### src/rtl/oam_dma_ctrl_pkg.sv
// Shared state encoding, address map constants and source-page helper for the OAM DMA sequencer.
package oam_dma_pkg;

  typedef enum logic [1:0] {
    IDLE  = 2'd0,
    START = 2'd1,
    XFER  = 2'd2
  } dma_state_e;

  localparam logic [15:0] FF46_ADDR = 16'hFF46;
  localparam logic [15:0] OAM_BASE  = 16'hFE00;
  localparam logic [15:0] HRAM_LO   = 16'hFF80;
  localparam logic [15:0] HRAM_HI   = 16'hFFFE;
  localparam logic [7:0]  ECHO_TH   = 8'hE0;

  // Pages E0-FF are echo RAM and are read through their C0-DF image.
  function automatic logic [7:0] src_page(input logic [7:0] base);
    return (base >= ECHO_TH) ? (base - 8'h20) : base;
  endfunction

endpackage

### src/rtl/oam_dma_ctrl_if.sv
// DMA-side bus bundle: source read toward the arbiter, OAM write port and CPU steering.
interface oam_dma_ctrl_if;

  logic [7:0]  src_data;
  logic        dma_rd;
  logic [15:0] dma_addr;
  logic        vram_to_oam;
  logic        dma_addr_ext;
  logic        dma_run;
  logic [7:0]  oam_addr;
  logic [7:0]  oam_din;
  logic        oam_wr;
  logic [15:0] cpu_a;
  logic        cpu_blocked;

  modport master (
    input  src_data, cpu_a,
    output dma_rd, dma_addr, vram_to_oam, dma_addr_ext, dma_run,
           oam_addr, oam_din, oam_wr, cpu_blocked
  );

  modport slave (
    output src_data, cpu_a,
    input  dma_rd, dma_addr, vram_to_oam, dma_addr_ext, dma_run,
           oam_addr, oam_din, oam_wr, cpu_blocked
  );

endinterface

### src/rtl/oam_dma_ctrl_slot_timer.sv
// Byte-slot phase counter for the OAM DMA; slot_last marks the final clock of each M-cycle slot.
module oam_dma_slot_timer #(
  parameter int CYC_PER_BYTE = 4
) (
  input  logic clk2,
  input  logic reset2,
  input  logic clr,
  input  logic en,
  output logic slot_last
);

  localparam int PW = (CYC_PER_BYTE > 1) ? $clog2(CYC_PER_BYTE) : 1;
  localparam logic [PW-1:0] LAST = PW'(CYC_PER_BYTE - 1);

  logic [PW-1:0] phase;

  always_ff @(posedge clk2) begin
    if (reset2 || clr) begin
      phase <= '0;
    end else if (en) begin
      phase <= (phase == LAST) ? '0 : phase + 1'b1;
    end
  end

  assign slot_last = en && (phase == LAST);

endmodule

### src/rtl/oam_dma_ctrl.sv
// DMG OAM DMA sequencer: FF46 write copies XFER_LEN bytes from {base,8'h00} into OAM.
// Optional macro OAM_DMA_CPU_BLOCK_EN drives cpu_blocked for CPU accesses outside HRAM.
module oam_dma_ctrl
  import oam_dma_pkg::*;
#(
  parameter int CYC_PER_BYTE = 4,
  parameter int XFER_LEN     = 160
) (
  input  logic        clk2,
  input  logic        reset2,
  input  logic        reg_wr,
  input  logic        reg_rd,
  input  logic [7:0]  d_in,
  output logic [7:0]  d_out,
  output logic        dma_done,
  oam_dma_ctrl_if.master bus
);

  localparam logic [7:0] LAST_IDX = 8'(XFER_LEN - 1);

  dma_state_e state, next_state;
  logic [7:0] base;
  logic [7:0] idx;
  logic [7:0] src_hi;
  logic       run_q;
  logic [7:0] oam_addr_q;
  logic [7:0] oam_din_q;
  logic       oam_wr_q;
  logic       done_q;
  logic       slot_last;
  logic       capture;

  oam_dma_slot_timer #(.CYC_PER_BYTE(CYC_PER_BYTE)) u_slot (
    .clk2      (clk2),
    .reset2    (reset2),
    .clr       (reg_wr),
    .en        (state != IDLE),
    .slot_last (slot_last)
  );

  assign src_hi  = src_page(base);
  assign capture = (state == XFER) && slot_last;

  always_ff @(posedge clk2) begin
    if (reset2) state <= IDLE;
    else        state <= next_state;
  end

  always_comb begin
    next_state = state;
    if (reg_wr) begin
      next_state = START;
    end else begin
      case (state)
        START:   if (slot_last) next_state = XFER;
        XFER:    if (slot_last && (idx == LAST_IDX)) next_state = IDLE;
        default: next_state = state;
      endcase
    end
  end

  // dma_run holds through START so a restart keeps the bus claimed.
  always_ff @(posedge clk2) begin
    if (reset2) begin
      base       <= 8'h00;
      idx        <= 8'h00;
      run_q      <= 1'b0;
      oam_addr_q <= 8'h00;
      oam_din_q  <= 8'h00;
      oam_wr_q   <= 1'b0;
      done_q     <= 1'b0;
    end else begin
      oam_wr_q <= 1'b0;
      done_q   <= 1'b0;
      run_q    <= (next_state == XFER) || ((next_state == START) && run_q);
      if (reg_wr) begin
        base <= d_in;
        idx  <= 8'h00;
      end else if (capture) begin
        oam_din_q  <= bus.src_data;
        oam_addr_q <= idx;
        oam_wr_q   <= 1'b1;
        done_q     <= (idx == LAST_IDX);
        idx        <= idx + 8'd1;
      end
    end
  end

  always_comb begin
    bus.dma_rd       = (state == XFER);
    bus.dma_addr     = (state == XFER) ? {src_hi, idx} : 16'h0000;
    bus.dma_run      = run_q;
    bus.vram_to_oam  = run_q && (src_hi[7:5] == 3'b100);
    bus.dma_addr_ext = run_q && (src_hi[7:5] != 3'b100);
    bus.oam_addr     = oam_addr_q;
    bus.oam_din      = oam_din_q;
    bus.oam_wr       = oam_wr_q;
`ifdef OAM_DMA_CPU_BLOCK_EN
    bus.cpu_blocked  = run_q && !((bus.cpu_a >= HRAM_LO) && (bus.cpu_a <= HRAM_HI));
`else
    bus.cpu_blocked  = 1'b0;
`endif
    d_out            = reg_rd ? base : 8'h00;
    dma_done         = done_q;
  end

`ifndef OAM_DMA_CPU_BLOCK_EN
  logic unused_cpu_a;
  assign unused_cpu_a = ^bus.cpu_a;
`endif

endmodule
### src/flat_wrapper.sv
// flat-port wrapper written by rule: the top's interface ports become plain ports
module oam_dma_ctrl_flat import oam_dma_pkg::*;
#(
  parameter int CYC_PER_BYTE = 4,
  parameter int XFER_LEN     = 160
)
  (clk2, reset2, reg_wr, reg_rd, d_in, d_out, dma_done, bus_src_data, bus_cpu_a, bus_dma_rd, bus_dma_addr, bus_vram_to_oam, bus_dma_addr_ext, bus_dma_run, bus_oam_addr, bus_oam_din, bus_oam_wr, bus_cpu_blocked);
  oam_dma_ctrl_if bus_i ();
  input  logic clk2;
  input  logic reset2;
  input  logic reg_wr;
  input  logic reg_rd;
  input  logic [7:0] d_in;
  output logic [7:0] d_out;
  output logic dma_done;
  input wire logic [$bits(bus_i.src_data)-1:0] bus_src_data;
  input wire logic [$bits(bus_i.cpu_a)-1:0] bus_cpu_a;
  output wire logic [$bits(bus_i.dma_rd)-1:0] bus_dma_rd;
  output wire logic [$bits(bus_i.dma_addr)-1:0] bus_dma_addr;
  output wire logic [$bits(bus_i.vram_to_oam)-1:0] bus_vram_to_oam;
  output wire logic [$bits(bus_i.dma_addr_ext)-1:0] bus_dma_addr_ext;
  output wire logic [$bits(bus_i.dma_run)-1:0] bus_dma_run;
  output wire logic [$bits(bus_i.oam_addr)-1:0] bus_oam_addr;
  output wire logic [$bits(bus_i.oam_din)-1:0] bus_oam_din;
  output wire logic [$bits(bus_i.oam_wr)-1:0] bus_oam_wr;
  output wire logic [$bits(bus_i.cpu_blocked)-1:0] bus_cpu_blocked;
  assign bus_i.src_data = bus_src_data;
  assign bus_i.cpu_a = bus_cpu_a;
  assign bus_dma_rd = bus_i.dma_rd;
  assign bus_dma_addr = bus_i.dma_addr;
  assign bus_vram_to_oam = bus_i.vram_to_oam;
  assign bus_dma_addr_ext = bus_i.dma_addr_ext;
  assign bus_dma_run = bus_i.dma_run;
  assign bus_oam_addr = bus_i.oam_addr;
  assign bus_oam_din = bus_i.oam_din;
  assign bus_oam_wr = bus_i.oam_wr;
  assign bus_cpu_blocked = bus_i.cpu_blocked;
  oam_dma_ctrl #(.CYC_PER_BYTE(CYC_PER_BYTE), .XFER_LEN(XFER_LEN)) u_core (.clk2(clk2), .reset2(reset2), .reg_wr(reg_wr), .reg_rd(reg_rd), .d_in(d_in), .d_out(d_out), .dma_done(dma_done), .bus(bus_i));
endmodule
### config.mk
export PLATFORM = sky130hd
export DESIGN_NAME = oam_dma_ctrl_flat
export DESIGN_NICKNAME = d
export VERILOG_FILES = /design/src/rtl/oam_dma_ctrl_pkg.sv /design/src/rtl/oam_dma_ctrl_if.sv /design/src/rtl/oam_dma_ctrl_slot_timer.sv /design/src/rtl/oam_dma_ctrl.sv /design/src/flat_wrapper.sv
export SDC_FILE = /design/constraint.sdc
export NUM_CORES = 1
export LEC_CHECK = 0
export ABC_CLOCK_PERIOD_IN_PS = 4100
export CELL_PAD_IN_SITES_DETAIL_PLACEMENT = 2
export CELL_PAD_IN_SITES_GLOBAL_PLACEMENT = 2
export CORE_MARGIN = 2
export CORE_UTILIZATION = 24
export DETAILED_ROUTE_END_ITERATION = 8
export GPL_ROUTABILITY_DRIVEN = 0
export PLACE_DENSITY = 0.9
export SYNTH_ARGS = -nofsm -noshare
export SYNTH_HDL_FRONTEND = slang
export SYNTH_HIERARCHICAL = 1
export SYNTH_SLANG_ARGS = --single-unit
### constraint.sdc
create_clock -name clk2 -period 4.1 [get_ports clk2]
set_input_delay 0.82 -clock clk2 [delete_from_list [all_inputs] [get_ports clk2]]
set_output_delay 0.82 -clock clk2 [all_outputs]
set_load 0.01 [all_outputs]
==> results.json <==
{
  "routed_via_density": 4.55,
  "drtIter0Drc": 43,
  "synth.net_count": 260,
  "cp-end-kind": "output port",
  "num_io_pins": 83,
  "start_kind": "register",
  "hp-class": "register to register",
  "die-area_um2": 8370,
  "final_max_slew_viol_count": 0,
  "crit_chain": "inv_1 -> ha_1 -> nand2_1 -> a31oi_1 -> clkdlybuf4s50_1",
  "cts_setup_buffers": 0,
  "diodes": 0,
  "relSlewSlack_pct": 53.0,
  "dp.cells": 371,
  "path_max_fanout": 20,
  "setup_violations": 0,
  "ys_seq_elements": 39,
  "power.density_nw_per_um2": 294,
  "yosysSeqAreaShare_pct": 42.5,
  "layout_common_cells": "clkdlybuf4s50_1, nand2_1, dfxtp_1",
  "core_region_area_um2": 7330,
  "setup_ws_ns": 1.14,
  "drive_above_1_share_pct": 6.79,
  "status": "completed",
  "r2r_start": "u_core/state[0]$_SDFF_PP0_",
  "slowest_stage": "ha_1",
  "clock_sinks": 39,
  "grt_util_all_layers_pct": 13.7,
  "clkTransAtPathRegs_ns": 0.08,
  "synth_cell_types": 41,
  "num_rows": 31,
  "crit_family": "buffers and inverters",
  "fin_skew_ns": 0.00228,
  "antenna_found_initial": 0,
  "grt_pass1_vias": 1899,
  "syn_area_um2": 1840,
  "wl_um": 5500,
  "initial_utilization_pct": 25.1,
  "ir_worst_vdd_v": 0.000142,
  "worstHoldStart": "u_core/bus.oam_din[6]$_SDFFE_PP0P_",
  "leakagePower_uw": 0.000944,
  "rsz0062_at_grt": "false",
  "cts.path.max_buffers": 2,
  "cts.root.buffer_cell": "clkbuf_8",
  "fin_util_pct": 36.3,
  "drc": 0,
  "timing.critical_path.buf_inv": 2,
  "required_ns": 3.28,
  "finalNetCount": 322,
  "vias": 1724,
  "fin_crit_ns": 2.96,
  "period_share_pct": 72.3,
  "maxCapViolCount": 0,
  "drt_first_pass_iters": 4,
  "path_class": "register to output port",
  "dpl.hpwl_um": 3950,
  "cts_tree": "done",
  "clkLatencyLatePin_ns": 0.29,
  "arrival_ns": 2.14,
  "wire_per_inst_um": 14.5,
  "overflow": 0,
  "power_uw": 783,
  "cpPeakStageDelay_ns": 0.59,
  "synth_area_per_cell_um2": 8.46,
  "crit_path_start": "u_core/state[0]$_SDFF_PP0_",
  "hold_buffers": 0,
  "antenna_left": 0,
  "fin_setup_tns_ns": 0,
  "synthCells": 217,
  "grt_pass1_wl_um": 9280,
  "syn_to_final_growth_pct": 44.8,
  "worst_slew_pin_slew_ns": 0.703,
  "pre_cts_ws_ns": 1.13,
  "place.port_buffers": 65,
  "final_common_cell": "clkdlybuf4s50_1",
  "ys.warnings.count": 6,
  "post_cts_resize_count": 0,
  "cts_buffers": 5,
  "grt_max_degree": 21,
  "final_cells": 379,
  "fmax_ghz": 0.337,
  "htreeDepth": 2,
  "die_w_um": 91.5,
  "die_h_um": 91.5,
  "final_hold_viol_count": 0
}
[state kept, by name, summed over array words and instances (netlist names)]
signal               flops
u_core/bus.oam_addr      8
u_core/state             2
u_core/bus.oam_wr        1
u_core/idx               8
u_core/bus.oam_din       8
u_core/base              8
u_core/bus.dma_run       1
u_core/dma_done          1
u_core/u_slot/phase      2
[per-stage QoR]
step,cell area (um^2),hold slack (ns)
after detailed placement,2550,0.452
final,2660,0.460
after global placement,2550,0.443
after global routing,2660,0.483
after CTS,2660,0.461
after floorplan,1840,0.461
[power breakdown]
part	switching, uW	leakage, uW	internal, uW
Combinational	28.3	0.000570	35.1
Sequential	5.30	0.000316	384
Clock	149	0.0000581	181
Total	182	0.000944	601
[tightest hold or removal path: cells and delay by family, from the launching register on]
| kind | cells | cell delay [ns] |
|---|---|---|
| flops | 1 | 0.32 |
| compound gates | 1 | 0.05 |
| simple gates | 1 | 0.05 |
[kinds of logic after synthesis]
group,Yosys count,synth area share [%]
muxes,9,4.90
and+or+nand+nor,106,29.2
other,1,0.204
xor gates and xnor gates,6,2.86
DFF,39,42.5
buffers and inverters,18,5.59
adders and majority gates,7,4.77
AOI/OAI and AO/OA,31,10.0
[metal layers]
layer	vias to the layer above	part of all wire (%)	track usage, %
li1	837	-	-
met1	839	43	16.0
met2	44	52	25.0
met3	4	4.2	3.49
met4	0	0.55	2.65
met5	-	0	0
[layout make-up]
| cell class | instances | area (um^2) |
|---|---|---|
| clock inverters | 3 | 43.8 |
| clock buffers | 5 | 68.8 |
| multi-input cells | 160 | 953 |
| flip-flops and latches | 39 | 781 |
| inverters | 6 | 22.5 |
| repair buffers | 67 | 666 |
| fillers | 826 | 4670 |
| well taps | 99 | 124 |
[cell usage after synthesis]
library cell | count | area share (%)
o21ai_1 | 1 | 0.27
nor3_2 | 1 | 0.54
dfxtp_1 | 39 | 43
clkbuf_2 | 1 | 0.27
buf_6 | 3 | 1.8
o32ai_2 | 1 | 0.89
nand2b_1 | 1 | 0.34
buf_1 | 2 | 0.41
conb_1 | 1 | 0.20
nor2_1 | 18 | 3.7
or3_1 | 1 | 0.34
nor3b_1 | 1 | 0.41
mux2i_1 | 9 | 4.9
a31o_2 | 1 | 0.48
and2_1 | 22 | 7.5
and2b_1 | 1 | 0.41
a21oi_1 | 23 | 6.3
nand4_1 | 4 | 1.4
and3_1 | 1 | 0.34
xnor2_1 | 3 | 1.4
inv_1 | 6 | 1.2
and3_2 | 1 | 0.41
o21ai_0 | 1 | 0.27
or2b_1 | 2 | 0.82
clkbuf_1 | 3 | 0.61
nor3_1 | 3 | 0.82
buf_4 | 3 | 1.2
nand2b_2 | 1 | 0.48
nand3b_1 | 1 | 0.41
and4_1 | 1 | 0.48
nor2_4 | 1 | 0.61
a211oi_2 | 1 | 0.68
or3b_1 | 1 | 0.48
xor2_1 | 3 | 1.4
ha_1 | 7 | 4.8
o221ai_1 | 1 | 0.48
or2_2 | 1 | 0.34
and2_2 | 1 | 0.41
nand2_1 | 40 | 8.2
nand3_1 | 3 | 0.82
a31oi_1 | 2 | 0.68
[path summary, 6_finish.rpt]
path / slack [ns] / end / depth (start not counted)
worst max-delay path: 1.14 / bus_dma_addr[14] / 5
worst min-delay path: 0.46 / u_core/bus.oam_din[6]$_SDFFE_PP0P_ / 2
worst max register to register: 1.96 / u_core/bus.oam_addr[2]$_SDFFE_PP0P_ / 6
worst min register to register: 0.46 / u_core/bus.oam_din[6]$_SDFFE_PP0P_ / 2
Note: power is estimated with default switching activity, not from simulation.
